### src/rtl/muldiv_seq.sv
// muldiv_seq: multi-cycle multiply/divide sequencer that owns the HI/LO result pair.
// Each operation iterates one bit per cycle for N cycles. Multiply uses shift-add and divide
// uses restoring division. HI/LO are then committed atomically together with a one-cycle done pulse.
// Optional feature macro: MULDIV_SIGNED_EN. When it is defined, i_sgn=1 selects two's-complement
// operands. When it is undefined, i_sgn is ignored.
module muldiv_seq #(
  parameter int unsigned N = 32
) (
  input  logic         i_clk,
  input  logic         i_rst,
  input  logic         i_start,
  input  logic         i_op_div,
  input  logic         i_sgn,
  input  logic [N-1:0] i_x,
  input  logic [N-1:0] i_y,
  output logic         o_busy,
  output logic         o_done,
  output logic         o_div_by_zero,
  output logic [N-1:0] o_hi,
  output logic [N-1:0] o_lo
);

  localparam int unsigned CntW = $clog2(N) + 1;

  typedef enum logic [1:0] {StIdle, StRun, StFin} state_e;

  state_e          r_state, w_state_nx;
  logic [CntW-1:0] r_cnt;
  logic [N-1:0]    r_acc;    // MUL: upper partial product; DIV: partial remainder
  logic [N-1:0]    r_mq;     // MUL: multiplier -> lower product; DIV: dividend -> quotient
  logic [N-1:0]    r_opd;    // MUL: multiplicand; DIV: divisor
  logic [N-1:0]    r_hi, r_lo;
  logic            r_op_div, r_y_zero, r_dbz;

  logic            w_accept, w_last;
  logic [N-1:0]    w_x_mag, w_y_mag;
  logic [N-1:0]    w_acc_nx, w_mq_nx;
  logic [N-1:0]    w_hi_fin, w_lo_fin;
  logic [N:0]      w_sum, w_shift;
  logic [N-1:0]    w_diff;
  logic            w_ge;

  // FIN also accepts a new op, which gives a zero-bubble restart
  assign w_accept = i_start && (r_state != StRun);
  assign w_last   = (r_cnt == CntW'(N - 1));

`ifdef MULDIV_SIGNED_EN
  logic r_neg_a;  // MUL: negate full product; DIV: negate quotient
  logic r_neg_b;  // DIV: negate remainder (follows dividend sign)
  logic w_x_neg, w_y_neg;
  assign w_x_neg = i_sgn & i_x[N-1];
  assign w_y_neg = i_sgn & i_y[N-1];
  assign w_x_mag = w_x_neg ? -i_x : i_x;
  assign w_y_mag = w_y_neg ? -i_y : i_y;
`else
  logic w_unused_sgn;
  assign w_unused_sgn = i_sgn;
  assign w_x_mag      = i_x;
  assign w_y_mag      = i_y;
`endif

  // One iteration of shift-add multiply or restoring divide
  always_comb begin
    w_sum   = {1'b0, r_acc} + {1'b0, (r_mq[0] ? r_opd : {N{1'b0}})};
    w_shift = {r_acc, r_mq[N-1]};
    w_ge    = (w_shift >= {1'b0, r_opd});
    w_diff  = w_shift[N-1:0] - r_opd;
    if (r_op_div) begin
      w_acc_nx = w_ge ? w_diff : w_shift[N-1:0];
      w_mq_nx  = {r_mq[N-2:0], w_ge};
    end else begin
      w_acc_nx = w_sum[N:1];
      w_mq_nx  = {w_sum[0], r_mq[N-1:1]};
    end
  end

`ifdef MULDIV_SIGNED_EN
  logic [2*N-1:0] w_prod;
  assign w_prod = {w_acc_nx, w_mq_nx};

  // Sign fix-up of the final iteration result, applied on the commit edge
  always_comb begin
    {w_hi_fin, w_lo_fin} = w_prod;
    if (!r_op_div) begin
      if (r_neg_a) {w_hi_fin, w_lo_fin} = -w_prod;
    end else begin
      if (r_neg_a) w_lo_fin = -w_mq_nx;
      if (r_neg_b) w_hi_fin = -w_acc_nx;
    end
  end
`else
  assign w_hi_fin = w_acc_nx;
  assign w_lo_fin = w_mq_nx;
`endif

  // State register
  always_ff @(posedge i_clk) begin
    if (i_rst) r_state <= StIdle;
    else       r_state <= w_state_nx;
  end

  // Next-state logic
  always_comb begin
    w_state_nx = r_state;
    unique case (r_state)
      StIdle:  if (i_start) w_state_nx = StRun;
      StRun:   if (w_last) w_state_nx = StFin;
      StFin:   w_state_nx = i_start ? StRun : StIdle;
      default: w_state_nx = StIdle;
    endcase
  end

  // Datapath: capture operands on accept, iterate in RUN, and commit HI/LO on the last iteration
  always_ff @(posedge i_clk) begin
    if (i_rst) begin
      r_cnt    <= '0;
      r_acc    <= '0;
      r_mq     <= '0;
      r_opd    <= '0;
      r_hi     <= '0;
      r_lo     <= '0;
      r_op_div <= 1'b0;
      r_y_zero <= 1'b0;
      r_dbz    <= 1'b0;
`ifdef MULDIV_SIGNED_EN
      r_neg_a  <= 1'b0;
      r_neg_b  <= 1'b0;
`endif
    end else begin
      r_dbz <= 1'b0;
      if (w_accept) begin
        r_cnt    <= '0;
        r_acc    <= '0;
        r_op_div <= i_op_div;
        r_y_zero <= (i_y == '0);
        r_mq     <= i_op_div ? w_x_mag : w_y_mag;
        r_opd    <= i_op_div ? w_y_mag : w_x_mag;
`ifdef MULDIV_SIGNED_EN
        // A zero divisor keeps the quotient all-ones, so it is never negated
        r_neg_a  <= (w_x_neg ^ w_y_neg) & ~(i_op_div & (i_y == '0));
        r_neg_b  <= i_op_div & w_x_neg;
`endif
      end else if (r_state == StRun) begin
        r_cnt <= r_cnt + CntW'(1);
        r_acc <= w_acc_nx;
        r_mq  <= w_mq_nx;
        if (w_last) begin
          r_hi  <= w_hi_fin;
          r_lo  <= w_lo_fin;
          r_dbz <= r_op_div & r_y_zero;
        end
      end
    end
  end

  assign o_busy        = (r_state == StRun);
  assign o_done        = (r_state == StFin);
  assign o_div_by_zero = r_dbz;
  assign o_hi          = r_hi;
  assign o_lo          = r_lo;

endmodule
### config.mk
export PLATFORM = sky130hd
export DESIGN_NAME = muldiv_seq
export DESIGN_NICKNAME = d
export VERILOG_FILES = /design/src/rtl/muldiv_seq.sv
export SDC_FILE = /design/constraint.sdc
export NUM_CORES = 1
export LEC_CHECK = 0
export CAP_MARGIN = 5
export CORE_MARGIN = 2
export CORE_UTILIZATION = 58
export DETAILED_ROUTE_END_ITERATION = 10
export HOLD_SLACK_MARGIN = 0.05
export PLACE_DENSITY = 0.85
export SETUP_SLACK_MARGIN = 0.3
export SLEW_MARGIN = 25
export SYNTH_ARGS = -nofsm -noshare
export SYNTH_HDL_FRONTEND = slang
export SYNTH_SLANG_ARGS = --single-unit
### constraint.sdc
create_clock -name i_clk -period 3.4 [get_ports i_clk]
set_clock_uncertainty 0.05 [all_clocks]
set_input_delay 0.85 -clock i_clk [delete_from_list [all_inputs] [get_ports i_clk]]
set_output_delay 0.85 -clock i_clk [all_outputs]
set_load 0.005 [all_outputs]
* Word-level counts from Yosys, hierarchy flattened
Index checks and enable logic that the tools add are counted.
** Operators by class
- Add/sub/neg operators :: 3
- Multiply operators :: 0
- Div/mod/pow operators :: 0
- Magnitude comparators :: 1
- Eq/ne operators :: 6
- Shifts and indexed selects :: 0
- Multiplexer cells :: 12
- Bitwise logic cells :: 4
- Reduce and logical (&&, ||, !) cells :: 8
** Operator list (number)
- $mux W32 :: 8
- $add A32 B32 Y33 :: 1
- $ge A33 B32 Y1 :: 1
- $logic_not A32 Y1 :: 1
- $sub A32 B32 Y32 :: 1
- $add A6 B1 Y6 const B :: 1
- $eq A6 B5 Y1 const B :: 1
- $pmux W2 S3 :: 1
- $mux W2 :: 2
- $ne A2 B1 Y1 const B :: 2
- $reduce_or A4 Y1 :: 1
- $not A1 Y1 :: 3
- $reduce_and A3 Y1 :: 1
- $eq A2 B1 Y1 const B :: 1
- $eq A2 B2 Y1 const B :: 1
- $logic_not A2 Y1 :: 1
- $ne A2 B2 Y1 const B :: 1
- $reduce_and A2 Y1 :: 1
- $reduce_bool A2 Y1 :: 1
- $reduce_or A2 Y1 :: 1
- $and A1 B1 Y1 :: 1
- $logic_and A1 B1 Y1 :: 1
- $mux W1 :: 1
** Storage, ports and cells
- Flip-flop bits (word level) :: 171
- Latch bits :: 0
- Bits in writable memories :: 0
- ROM bits :: 0
- Input port bits :: 69
- Memories kept :: 0

* Longest topological paths before layout
- Depth after elaboration :: 5
- Depth in mapped cells :: 14

* Worst setup path before layout
No wires, ideal clock.
- Path kind :: flip-flop to flip-flop
- Start :: register r_mq[0]
- End :: register r_hi[29] (netlist: o_hi[29])
- Data arrival time :: 2.861 ns
- Required time :: 3.274 ns
- Path slack :: 0.413 ns
- Stages on the path, launching flop included :: 14
- Path buffers :: 1
- Clock period less this slack :: 2.987 ns
- Cells stage by stage :: dfxtp_1 clkbuf_1 and2_1 ha_1 fa_1 a21oi_1 o211a_1 nor2_2 a21o_2 a31oi_1 a21oi_1 mux2i_1 a311o_1 o22ai_1
** Between the ends
- Cells in the longest elaborated chain, start to end :: 3
** RTL lines
- from (decl) :: line 30 : logic [N-1:0] r_mq;
- from (signal assigned) :: line 136 : r_mq <= i_op_div ? w_x_mag : w_y_mag;
- from (signal assigned) :: line 146 : r_mq <= w_mq_nx;
- $mux W32 :: line 64 : w_sum = {1'b0, r_acc} + {1'b0, (r_mq[0] ? r_opd : {N{1'b0}})};
- $add A32 B32 Y33 :: line 64
- $mux W32 :: line 68 : if (r_op_div) begin
- to (signal assigned) :: line 148 : r_hi <= w_hi_fin;
- to (decl) :: line 32 : logic [N-1:0] r_hi, r_lo;
Every way passes these cells.
A chain may end at the register's enable or synchronous reset.

* Final worst setup path
- Start :: register r_mq[31]
- End :: register r_hi[26] (netlist: o_hi[26])
** Between the ends
- Cells in the longest elaborated chain, start to end :: 3
- Elaborated cells between the ends (all ways) :: 4
- Classes of those cells :: add/sub: 1; order compare: 1; mux: 2
** RTL lines
- $sub A32 B32 Y32 / $ge A33 B32 Y1 (equally long branches) :: line 67, 66
- $mux W32 * :: line 69 : w_acc_nx = w_ge ? w_diff : w_shift[N-1:0];
- $mux W32 * :: line 68
Every way passes the cells marked *; elsewhere a longest branch is shown, timed or not.

==> flow_summary_export.csv <==
group,metric,value,unit
status,run_status,"finished, final reports clean",
sta,fin_crit_sh,93.7,%
route,post_drt_via_cell_ratio,6.29,
sta,setup_violations,0,
logic_synthesis,synth_nets,1652,
sta,hold_violations,0,
clocking,numCtsBuffers,17,
sta,worstMarginPinSlew,960,ps
power,power,5970,uW
setup_path,critPathTopFamily,"compound AO/OA/AOI/OAI gates",
setup_path,crit_path_max_incr_delay,370,ps
clocking,cts_buffer_depth,2,
sta,period_minus_slack,3190,ps
clocking,htreeDepth,4,
power,p_leak,0.00585,uW
logic_synthesis,synth.area.top_cells,"dfxtp_1, mux2i_1, nor2_1",
setup_path,crit_buf_inv,3,
logic_synthesis,synth_area_leader_cell,"dfxtp_1",
sta,rsz0062_at_grt,"yes",
clocking,cts_tree,"built",
route,wl_per_cell,20.0,um
logic_synthesis,yosys-top-cells-count,"nor2_1, dfxtp_1, a21oi_1",
sta,drv_slew,0,
setup_path,end_kind,"register",
setup_path,path_cells,"inv_2 > ha_4 > inv_2 > fa_2 > a21o_1 > a221oi_2 > buf_4 > o221ai_4 > a31o_4 > a22oi_2 > nand2_1 > xnor2_1 > o2111a_1 > a311oi_2",
cells_and_area,syn_to_final_growth,25.4,%
floorplanning,start_util,58.6,%
logic_synthesis,avgSynthCellArea,7.76,um2
cells_and_area,layout.nets,1782,
floorplanning,rows,52,
global_routing,antenna_found_initial,0,
placed_design,place_inst,1876,
logic_synthesis,yosys_warnings,0,
global_routing,grt_max_degree,111,
run,cap_violations,0,
setup_path,crit_path_top_delay_cell,"fa_2",
floorplanning,die_w,146,um
cells_and_area,layout-drive-gt1-share,15.1,%
logic_synthesis,synth_most_common_cell,"nor2_1",
logic_synthesis,synth_area,11800,um2
hold_path,hp-class,"reg2reg",
route,drt-initial-drc-count,1205,
route,drt_wl_total,38600,um
power,power_density,405,nW/um2
logic_synthesis,synthCells,1516,
global_routing,grt_use_total,33.6,%
power,combPwrFrac,30.6,%
route,antenna_left,0,
sta,whs,416,ps
clocking,postCtsHoldBufs,0,
setup_path,cp.arrival,3470,ps
clocking,clk-insertion-delay-late,440,ps
route,dr_total_vias,12100,
placed_design,hpwl,27300,um
floorplanning,die_area,21500,um2
setup_path,critPathKind,"reg2reg",
route,drc_errors,0,
floorplanning,core,20100,um2
setup_path,cpMostUsedCell,"inv_2",
setup_path,required,3690,ps
logic_synthesis,synth_edf_count,0,
logic_synthesis,synth_top_flop_cell,"dfxtp_1",
setup_path,path_max_fanout,3,
cells_and_area,final_util,73.4,%
power,switching_power,2100,uW
logic_synthesis,yosysTopAreaCellShare,29.1,%
logic_synthesis,async_reset_ff_share,0,%
sta,max_freq,314,MHz
placed_design,gp_congestion,0.999,
sta,tns,0,ps
route,first_pass_iters,6,
power,pwr-share-seq,36.9,%
cells_and_area,final_cells,1929,
power,p_sw_share,35.2,%
clocking,root_buffer,"clkbuf_16",
power,ir_drop,0.000357,V
global_routing,grt_pass1_vias,11200,
power,p_clk_share,32.5,%
setup_path,start_kind,"register",
logic_synthesis,synth_seq_cells,171,
floorplanning,dieHeight,146,um
power,intPower,3870,uW
clocking,cts_sinks,171,
cells_and_area,diodes,0,
placed_design,numPortBuffers,134,
logic_synthesis,yosysSeqAreaShare,29.1,%
sta,slew-limit-headroom,36.0,%
logic_synthesis,yosysUniqueCellTypes,80,
floorplanning,io_pins,136,
global_routing,grt_pass1_wl,57800,um
clocking,clkTransAtPathRegs,70,ps
global_routing,globalRoute.totalOverflow,0,
-- layout make-up --
type / instances / area, um2
Inverter: 52 / 195
Fill cell: 1481 / 5340
Clock buffer: 18 / 439
Multi-Input combinational cell: 1184 / 8170
Tap cell: 270 / 338
Timing Repair Buffer: 220 / 2020
Clock inverter: 14 / 146
Sequential cell: 171 / 3450
-- path summary, 6_finish.rpt --
check	startpoint	endpoint	slack, ps	depth (start not counted)
worst max-delay path	r_mq[31]	o_hi[26]	210	14
worst min-delay path	o_hi[30]	o_hi[30]	420	2
worst max register to register	r_mq[31]	o_hi[26]	210	14
worst min register to register	o_hi[30]	o_hi[30]	420	2
-- what timing repair did --
action,CTS,global route
pin swaps,7,32
setup endpoints to repair,46,57
setup buffers,5,16
resized for setup,22,94
-- worst register-to-register path, delay by kind of cell, from the launching register on --
family	cells	cell delay [ps]
AOI/OAI and AO/OA	7	1620
adders and majority gates	2	500
DFF	1	340
buffers and inverters	3	320
xor gates and xnor gates	1	170
and+or+nand+nor	1	110
-- per-layer routing --
metal	track usage, %	vias up	wire (um)
li1	-	5712	-
met1	45.2	5709	16400
met2	53.3	623	17400
met3	7.44	80	3720
met4	11.6	0	1060
met5	0	-	0
-- registers in the layout, summed over array words and instances, names as in the netlist --
signal and count:
r_opd 32, r_cnt 6, r_mq 32, r_state 2
o_hi 32, o_lo 32, r_op_div 1, r_acc 32
r_y_zero 1, o_div_by_zero 1
-- cells in the final DEF, fill, tap and decap left out, drive strengths merged, types with 33 or more instances in the layout --
cell | netlist | layout
inv | 51 | 59
nor2 | 231 | 231
clkdlybuf4s50 | 0 | 131
nand2 | 93 | 93
xnor2 | 33 | 33
a211oi | 84 | 84
o21ai | 82 | 82
and2 | 39 | 39
nand3 | 33 | 33
dfxtp | 171 | 171
ha | 65 | 65
a21oi | 170 | 170
mux2i | 106 | 106
buf | 29 | 89
-- metrics by stage --
step	worst slack [ps]	area, um2
after CTS	310	14200
after floorplan	413	11800
final	215	14800
after global placement	80.9	13500
after detailed placement	37.6	13500
after global routing	200	14800
-- power by group through the flow --
stage	Combinational, uW	Clock [uW]	Sequential, uW
4_1_cts	1610	1940	2190
3_5_place_dp	1550	0	2240
3_3_place_gp	1520	0	2230
2_1_floorplan	1100	0	2180
5_1_grt	1950	2020	2210
6_report	1830	1940	2200
-- logic make-up (layout without fill, tap and decap cells) --
kind of cell	after synthesis	in the layout	share of synthesized area [%]
xor+xnor	55	55	4.09
compound gates	466	466	25.4
mux	121	121	10.4
fa+ha+maj	67	67	7.25
flops	171	171	29.1
simple gates	475	475	18.2
buf+inv	161	304	5.50
(Power assumes the default switching activity.)
